### config.mk
export PLATFORM = sky130hd
export DESIGN_NAME = board_line_clear
export DESIGN_NICKNAME = d
export VERILOG_FILES = /design/src/rtl/board_line_clear.sv
export SDC_FILE = /design/constraint.sdc
export NUM_CORES = 2
export LEC_CHECK = 0
export CAP_MARGIN = 10
export CORE_ASPECT_RATIO = 2
export CORE_MARGIN = 5
export CORE_UTILIZATION = 60
export DETAILED_ROUTE_END_ITERATION = 8
export GPL_ROUTABILITY_DRIVEN = 1
export HOLD_SLACK_MARGIN = 0.08
export PLACE_DENSITY = 0.77
export SETUP_SLACK_MARGIN = 0.1
export SKIP_LAST_GASP = 1
export SLEW_MARGIN = 10
export SYNTH_ARGS = -nofsm -noshare
export SYNTH_HDL_FRONTEND = slang
export SYNTH_SLANG_ARGS = --single-unit
### constraint.sdc
create_clock -name Clk -period 8.6 [get_ports Clk]
set_input_delay 1.72 -clock Clk [delete_from_list [all_inputs] [get_ports Clk]]
set_output_delay 1.72 -clock Clk [all_outputs]
set_load 0.005 [all_outputs]
### src/rtl/board_line_clear.sv
// Playfield store and line-clear engine: writes locked pieces, collapses full rows one row per
// cycle, and serves combinational cell reads and four-cell placement probes.
module board_line_clear #(
   parameter int BOARD_W = 10,
   parameter int BOARD_H = 20
) (
   input  logic        Clk,
   input  logic        Reset_n,
   input  logic        lock_valid,
   input  logic [19:0] lock_x,
   input  logic [19:0] lock_y,
   input  logic [2:0]  lock_color,
   input  logic        clear_board,
   input  logic [19:0] probe_x,
   input  logic [19:0] probe_y,
   output logic        probe_free,
   input  logic [4:0]  rd_x,
   input  logic [4:0]  rd_y,
   output logic [2:0]  rd_color,
   output logic        busy,
   output logic        done,
   output logic [2:0]  lines_cleared,
   output logic [15:0] total_lines,
   output logic        game_over
);

   localparam int XW = $clog2(BOARD_W);
   localparam int YW = $clog2(BOARD_H);
   localparam logic [4:0] W_LIM    = 5'(BOARD_W);
   localparam logic [4:0] H_LIM    = 5'(BOARD_H);
   localparam logic [4:0] LAST_ROW = 5'(BOARD_H - 1);

   typedef logic [BOARD_W-1:0][2:0] row_t;
   typedef row_t [BOARD_H-1:0]      board_t;

   typedef enum logic [2:0] {
      S_IDLE  = 3'd0,
      S_WRITE = 3'd1,
      S_SCAN  = 3'd2,
      S_SHIFT = 3'd3,
      S_DONE  = 3'd4,
      S_WIPE  = 3'd5
   } state_t;

   function automatic logic in_range(input logic [4:0] x, input logic [4:0] y);
      return (x < W_LIM) && (y < H_LIM);
   endfunction

   // Out-of-range coordinates read as EMPTY so 5-bit wrap-around can never alias a real cell.
   function automatic logic [2:0] cell_at(input board_t b, input logic [4:0] x, input logic [4:0] y);
      logic [2:0] c;
      if (in_range(x, y)) begin
         c = b[y[YW-1:0]][x[XW-1:0]];
      end else begin
         c = 3'd0;
      end
      return c;
   endfunction

   function automatic logic row_full(input row_t row);
      logic f;
      f = 1'b1;
      for (int i = 0; i < BOARD_W; i++) f = f & (row[i] != 3'd0);
      return f;
   endfunction

   function automatic logic row_any(input row_t row);
      logic a;
      a = 1'b0;
      for (int i = 0; i < BOARD_W; i++) a = a | (row[i] != 3'd0);
      return a;
   endfunction

   state_t      state_q, state_d;
   board_t      board_q, board_d;
   logic [4:0]  r_q, r_d, k_q, k_d;
   logic [2:0]  n_q, n_d;
   logic [19:0] lx_q, lx_d, ly_q, ly_d;
   logic [2:0]  lc_q, lc_d;
   logic        busy_q, busy_d, done_q, done_d, go_q, go_d;
   logic [2:0]  lines_q, lines_d;
   logic [15:0] total_q, total_d;
   logic        hit_s;

   assign rd_color      = cell_at(board_q, rd_x, rd_y);
   assign busy          = busy_q;
   assign done          = done_q;
   assign lines_cleared = lines_q;
   assign total_lines   = total_q;
   assign game_over     = go_q;

   // Probe is free only if every candidate cell lies on the board and is empty.
   always_comb begin
      probe_free = 1'b1;
      for (int i = 0; i < 4; i++) begin
         if (!in_range(probe_x[5*i +: 5], probe_y[5*i +: 5]) ||
             (cell_at(board_q, probe_x[5*i +: 5], probe_y[5*i +: 5]) != 3'd0)) begin
            probe_free = 1'b0;
         end else begin
            probe_free = probe_free;
         end
      end
   end

   // Next-state, board update and result bookkeeping.
   always_comb begin
      state_d = state_q;
      board_d = board_q;
      r_d     = r_q;
      k_d     = k_q;
      n_d     = n_q;
      lx_d    = lx_q;
      ly_d    = ly_q;
      lc_d    = lc_q;
      done_d  = 1'b0;
      lines_d = lines_q;
      total_d = total_q;
      go_d    = go_q;
      hit_s   = 1'b0;
      case (state_q)
         S_IDLE: begin
            if (lock_valid) begin
               state_d = S_WRITE;
               lx_d    = lock_x;
               ly_d    = lock_y;
               lc_d    = lock_color;
               n_d     = 3'd0;
            end else if (clear_board) begin
               state_d = S_WIPE;
               r_d     = 5'd0;
            end else begin
               state_d = S_IDLE;
            end
         end
         S_WRITE: begin
            // Cells outside the board never match a loop coordinate, so they drop out here.
            for (int yy = 0; yy < BOARD_H; yy++) begin
               for (int xx = 0; xx < BOARD_W; xx++) begin
                  hit_s = 1'b0;
                  for (int i = 0; i < 4; i++) begin
                     hit_s = hit_s | ((lx_q[5*i +: 5] == 5'(xx)) && (ly_q[5*i +: 5] == 5'(yy)));
                  end
                  board_d[yy][xx] = hit_s ? lc_q : board_q[yy][xx];
               end
            end
            r_d     = LAST_ROW;
            state_d = S_SCAN;
         end
         S_SCAN: begin
            if (row_full(board_q[r_q[YW-1:0]])) begin
               state_d = S_SHIFT;
               k_d     = r_q;
               n_d     = (n_q == 3'd7) ? n_q : n_q + 3'd1;
            end else if (r_q == 5'd0) begin
               state_d = S_DONE;
            end else begin
               r_d     = r_q - 5'd1;
               state_d = S_SCAN;
            end
         end
         S_SHIFT: begin
            // Rescan the same r afterwards: the row that dropped into it may also be full.
            if (k_q == 5'd0) begin
               board_d[0] = '0;
               state_d    = S_SCAN;
            end else begin
               for (int yy = 1; yy < BOARD_H; yy++) begin
                  board_d[yy] = (5'(yy) == k_q) ? board_q[yy-1] : board_q[yy];
               end
               k_d     = k_q - 5'd1;
               state_d = S_SHIFT;
            end
         end
         S_DONE: begin
            done_d  = 1'b1;
            lines_d = n_q;
            total_d = total_q + {13'd0, n_q};
            go_d    = go_q | row_any(board_q[0]);
            state_d = S_IDLE;
         end
         S_WIPE: begin
            for (int yy = 0; yy < BOARD_H; yy++) begin
               board_d[yy] = (5'(yy) == r_q) ? row_t'('0) : board_q[yy];
            end
            if (r_q == LAST_ROW) begin
               go_d    = 1'b0;
               state_d = S_IDLE;
            end else begin
               r_d     = r_q + 5'd1;
               state_d = S_WIPE;
            end
         end
         default: begin
            state_d = S_IDLE;
         end
      endcase
      busy_d = (state_d != S_IDLE);
   end

   // State and storage registers.
   always_ff @(posedge Clk or negedge Reset_n) begin
      if (!Reset_n) begin
         state_q <= S_IDLE;
         board_q <= '0;
         r_q     <= 5'd0;
         k_q     <= 5'd0;
         n_q     <= 3'd0;
         lx_q    <= 20'd0;
         ly_q    <= 20'd0;
         lc_q    <= 3'd0;
         busy_q  <= 1'b0;
         done_q  <= 1'b0;
         lines_q <= 3'd0;
         total_q <= 16'd0;
         go_q    <= 1'b0;
      end else begin
         state_q <= state_d;
         board_q <= board_d;
         r_q     <= r_d;
         k_q     <= k_d;
         n_q     <= n_d;
         lx_q    <= lx_d;
         ly_q    <= ly_d;
         lc_q    <= lc_d;
         busy_q  <= busy_d;
         done_q  <= done_d;
         lines_q <= lines_d;
         total_q <= total_d;
         go_q    <= go_d;
      end
   end

endmodule
==> results_dict.tcl, run 1 <==
set metrics [dict create \
    mappedNetlistArea_mm2 0.0545 \
    netlist.area_leader.share 0.313 \
    die_height_um 436 \
    global_route.usage.total 0.681 \
    post_synth_inst_count 6138 \
    post_cts_hold_buffer_count 0 \
    prevailing_post_synth_register_cell "sky130_fd_sc_hd__dfrtp_1" \
    first_global_vias 64251 \
    cts.htree.levels 3 \
    tritoncts.num_buffers 66 \
    io-pin-count 123 \
    synth_enable_flop_cells 0 \
    tritoncts_num_sinks 681 \
    dp_hpwl_mm 226 \
    synth_seq_cells 681 \
    postSynthNetCount 6252 \
    first_error_in_the_log "[ERROR GRT-0116] Global routing finished with congestion. Check the congestion regions in the DRC Viewer." \
    port_buffers 122 \
    synth-warning-count 0 \
    stop_stage "global routing" \
    syn_area_per_cell_um2 8.87 \
    die_width_um 223 \
    yosysSeqAreaShare 0.313 \
    asyncSetResetFlopFracSynth 1.00 \
    post-place-cells 7166 \
    grt_start_max_net_pins 216 \
    run_status "did not finish" \
    routabilityCongestion 1.23 \
    cts_buffer_depth 3 \
    cts.repair_timing.setup_buffer_count 0 \
    yosys.cell_types.count 86 \
    initial_util 0.603 \
    cts.repair.resized 0 \
    synth_top_cells_by_area "sky130_fd_sc_hd__dfrtp_1 31%, sky130_fd_sc_hd__mux4_2 20%, sky130_fd_sc_hd__a21oi_1 9.2%, sky130_fd_sc_hd__nand2_1 4.7%, sky130_fd_sc_hd__o21ai_0 4.0%" \
    grt_remaining_overflow 16 \
    grt_first_pass_wirelength_mm 484 \
    synth_area_leader_cell "sky130_fd_sc_hd__dfrtp_1" \
    clock_tree_root_driver_cell "sky130_fd_sc_hd__clkbuf_16" \
    rows 156 \
]
==> per-layer routing <==
layer	GRT usage	GRT overflow
met3	0.468	0
met1	0.655	0
met5	0.202	0
met2	0.894	9
met4	0.716	7
==> synth_stat cells (all sizes together), types with 31 or more instances <==
library cell and instances:
o21ai 472, nand2b 55, a22oi 99, mux4 490, a31oi 56, nor2 514
mux2i 56, nand3 77, or3 31, nand2 682, nor2b 49, a21oi 1005
clkbuf 321, mux2 56, dfrtp 681, nor4 77, a221oi 49, o22ai 302
nor3 342, inv 35, a211oi 82, buf 169, o31ai 109
==> cells by family after synthesis <==
group,after synthesis,synth area share
AOI/OAI and AO/OA,2348,0.252
and+or+nand+nor,1949,0.162
DFF,681,0.313
muxes,602,0.224
buffers and inverters,527,0.0420
adders and majority gates,17,0.00404
xor gates and xnor gates,14,0.00225
==> through the flow <==
step,utilization,hold WS [ns],cell area [um^2],setup WS (ns)
detailed placement,0.630,0.477,56900,0.933
CTS,0.655,0.489,59200,0.921
floorplan,-,0.437,54500,2.88
global placement,0.630,0.456,56900,0.901
==> inputs of run 2 (changes only) <==
CORE_ASPECT_RATIO = default   (was 2)
CORE_UTILIZATION = 40   (was 60)
HOLD_SLACK_MARGIN = default   (was 0.08)
PLACE_DENSITY = default   (was 0.77)
PLACE_DENSITY_LB_ADDON = 0.15   (was default)
SETUP_SLACK_MARGIN = default   (was 0.1)
==> run 2 against run 1 <==
  * The flow now finishes, with violations (capacitance limit, slew limit)
  * Area after synthesis stayed put
  * Synthesized cell count stayed put
==> results_dict.tcl, run 2 <==
set metrics [dict create \
    largest_regs "board_q x600, lx_q x20, ly_q x20" \
    cellPowerDensity_mw_per_mm2 440 \
    synth-simple-area-share 0.162 \
    hold_viol 0 \
    clock_power_share 0.147 \
    syn_area_per_cell_um2 8.87 \
    critPathSlowestCell "sky130_fd_sc_hd__clkdlybuf4s50_1" \
    route.final.wire_length_mm 302 \
    worst-slew-pin-transition_ns 1.51 \
    cp.required_ns 6.88 \
    yosys.cell_types.count 86 \
    grt_start_max_net_pins 216 \
    synth_enable_flop_cells 0 \
    seq_power_share 0.295 \
    wl_per_cell_um 38.1 \
    netlist.area_leader.share 0.313 \
    finish.net_count 6181 \
    end_kind "output pin" \
    final_critical_path_setup_slack_ns 0.567 \
    clock_insertion_delay_at_the_later_pin_of_the_skew_report_ns 0.74 \
    pins_over_slew_limit 18 \
    reg2reg_setup_slack_ns 3.57 \
    design.core.area_mm2 0.135 \
    ant_nets 0 \
    tritoncts_num_sinks 681 \
    critical_path_arrival_ns 6.31 \
    post_cts_hold_buffer_count 0 \
    synth-adder-area-share 0.00404 \
    clock_skew_ns 0.0292 \
    setup_viol_count_final 0 \
    postSynthNetCount 6252 \
    antenna_violations_before_repair 20 \
    clkTransAtPathRegs_ns 0.06 \
    route.detailed.drc 0 \
    synth-compound-area-share 0.252 \
    cts.repair.resized 0 \
    final_layout_size_suffix_gt1_frac 0.167 \
    asyncSetResetFlopFracSynth 1.00 \
    slew_headroom -0.00687 \
    synth_seq_cells 681 \
    tritoncts.num_buffers 86 \
    dp_hpwl_mm 221 \
    die-area_mm2 0.144 \
    yosysMostFrequentCell "sky130_fd_sc_hd__a21oi_1" \
    crit_path_max_fanout 16 \
    synth-warning-count 0 \
    rows 135 \
    die_width_um 379 \
    area.growth.synth_to_final_pct 11.9 \
    cap_violations 1 \
    cts.htree.levels 3 \
    start_kind "input port" \
    max_ffs_per_register 600 \
    clock_tree_from_tritoncts "yes" \
    clock_tree_root_driver_cell "sky130_fd_sc_hd__clkbuf_16" \
    initial_util 0.402 \
    yosysSeqAreaShare 0.313 \
    min-delay-path-class "reg -> reg" \
    die_height_um 379 \
    power.internal_mw 12.1 \
    violations "capacitance limit, slew limit" \
    drt_iter0_drc 9336 \
    post_synth_inst_count 6138 \
    leakagePower_nw 22.1 \
    port_buffers 122 \
    final_cell_mix "1004 x sky130_fd_sc_hd__a21oi_1, 682 x sky130_fd_sc_hd__nand2_1, 679 x sky130_fd_sc_hd__dfrtp_1" \
    cp_top_family "buffers and inverters" \
    first_global_vias 53047 \
    setup_repair_after_global_routing_missed_its_margin "false" \
    share_of_cell_area_taken_by_muxes_after_synthesis 0.224 \
    timing.setup.tns_ns 0 \
    cp_cell_sequence "clkdlybuf4s50_1, nor2b_1, a22o_1, a221oi_1, o2111ai_1, o31ai_1, a21oi_1, nor4_1, nor4_1, nor4b_2, clkdlybuf4s50_1" \
    mostFrequentLayoutCell "sky130_fd_sc_hd__a21oi_1" \
    io-pin-count 123 \
    grt_first_pass_wirelength_mm 423 \
    prevailing_post_synth_register_cell "sky130_fd_sc_hd__dfrtp_1" \
    mappedNetlistArea_mm2 0.0545 \
    finalCritPeriodShare 0.934 \
    yosys-top-cells-count "1005 x sky130_fd_sc_hd__a21oi_1, 682 x sky130_fd_sc_hd__nand2_1, 681 x sky130_fd_sc_hd__dfrtp_1" \
    post-place-ws_ns 0.870 \
    timing.final.crit_period_ns 8.03 \
    share_comb_of_total_power 0.559 \
    synth-xor-area-share 0.00225 \
    fmax_mhz 124 \
    switching_share 0.549 \
    run_status "finished, violations left" \
    critical_path.n_buffers_inverters 2 \
    synth_area_leader_cell "sky130_fd_sc_hd__dfrtp_1" \
    synth_top_cells_by_area "sky130_fd_sc_hd__dfrtp_1 31%, sky130_fd_sc_hd__mux4_2 20%, sky130_fd_sc_hd__a21oi_1 9.2%, sky130_fd_sc_hd__nand2_1 4.7%, sky130_fd_sc_hd__o21ai_0 4.0%" \
    routabilityCongestion 1.05 \
    worst_path_largest_cell_delay_ns 1.41 \
    fillers 13127 \
    power.total_mw 26.8 \
    routed_via_density 7.33 \
    top_register "board_q" \
    critical_path_class "in -> out" \
    cts_buffer_depth 3 \
    highest_ir_drop_seen_on_vdd_mv 0.282 \
    power.switching_mw 14.7 \
    global_route.usage.total 0.410 \
    main_combinational_cell_family_by_area_after_synthesis "compound AO/OA/AOI/OAI gates" \
    grt_remaining_overflow 0 \
    cts.repair_timing.setup_buffer_count 0 \
    dr_total_vias 58098 \
    drt_pass1_iterations 9 \
]
-- run 2: cell counts after synthesis --
No cell type changed its count.
-- run 2: worst paths after layout --
path	from	endpoint	cells after the start
setup / recovery	probe_y[8]	probe_free	11
min in group asynchronous	Reset_n	board_q[126]	1
max in group asynchronous	Reset_n	board_q[107]	3
hold reg to reg	total_lines[15]	total_lines[15]	1
hold / removal	total_lines[15]	total_lines[15]	1
setup reg to reg	r_q[0]	busy	9
-- run 2: final cells by class --
type | count | area [um^2] | share of cell area
sequential | 681 | 17000 | 0.280
timing repair buffer | 331 | 2980 | 0.0489
clock buffer | 110 | 2360 | 0.0387
multi-input combinational | 4930 | 35500 | 0.582
antenna | 7 | 17.5 | 0.000287
clock inverter | 47 | 668 | 0.0110
inverter | 37 | 153 | 0.00250
tap | 1781 | 2230 | 0.0366
-- run 2: metrics by stage --
stage	hold WS (ns)	utilization	instances	instance area, um^2
after global placement	0.457	0.427	7757	57900
final	0.479	0.450	7924	61000
after detailed placement	0.458	0.427	7759	57900
after floorplan	0.437	-	6138	54500
after global routing	0.509	0.450	7917	60900
after CTS	0.476	0.450	7916	60900
-- run 2: power by group through the flow --
stage | sequential [mW] | clock, mW | combinational (mW)
3_3_place_gp | 7.73 | 0 | 14.1
4_1_cts | 7.69 | 3.98 | 14.3
6_report | 7.91 | 3.93 | 15.0
2_1_floorplan | 6.15 | 0 | 8.91
5_1_grt | 7.99 | 4.09 | 15.7
3_5_place_dp | 7.74 | 0 | 14.3
-- run 2: per-layer routing --
metal  track usage  routed length, um
met3         0.171              44800
met5       0.00172                135
met1         0.531             111000
met4         0.237              23200
met2         0.572             122000
-- run 2: cell families after synthesis --
kind of cell | after synthesis
AOI/OAI and AO/OA | 2348
and+or+nand+nor | 1949
DFF | 681
muxes | 602
buffers and inverters | 527
adders and majority gates | 17
xor gates and xnor gates | 14
Power figures use the tool's default switching activity.
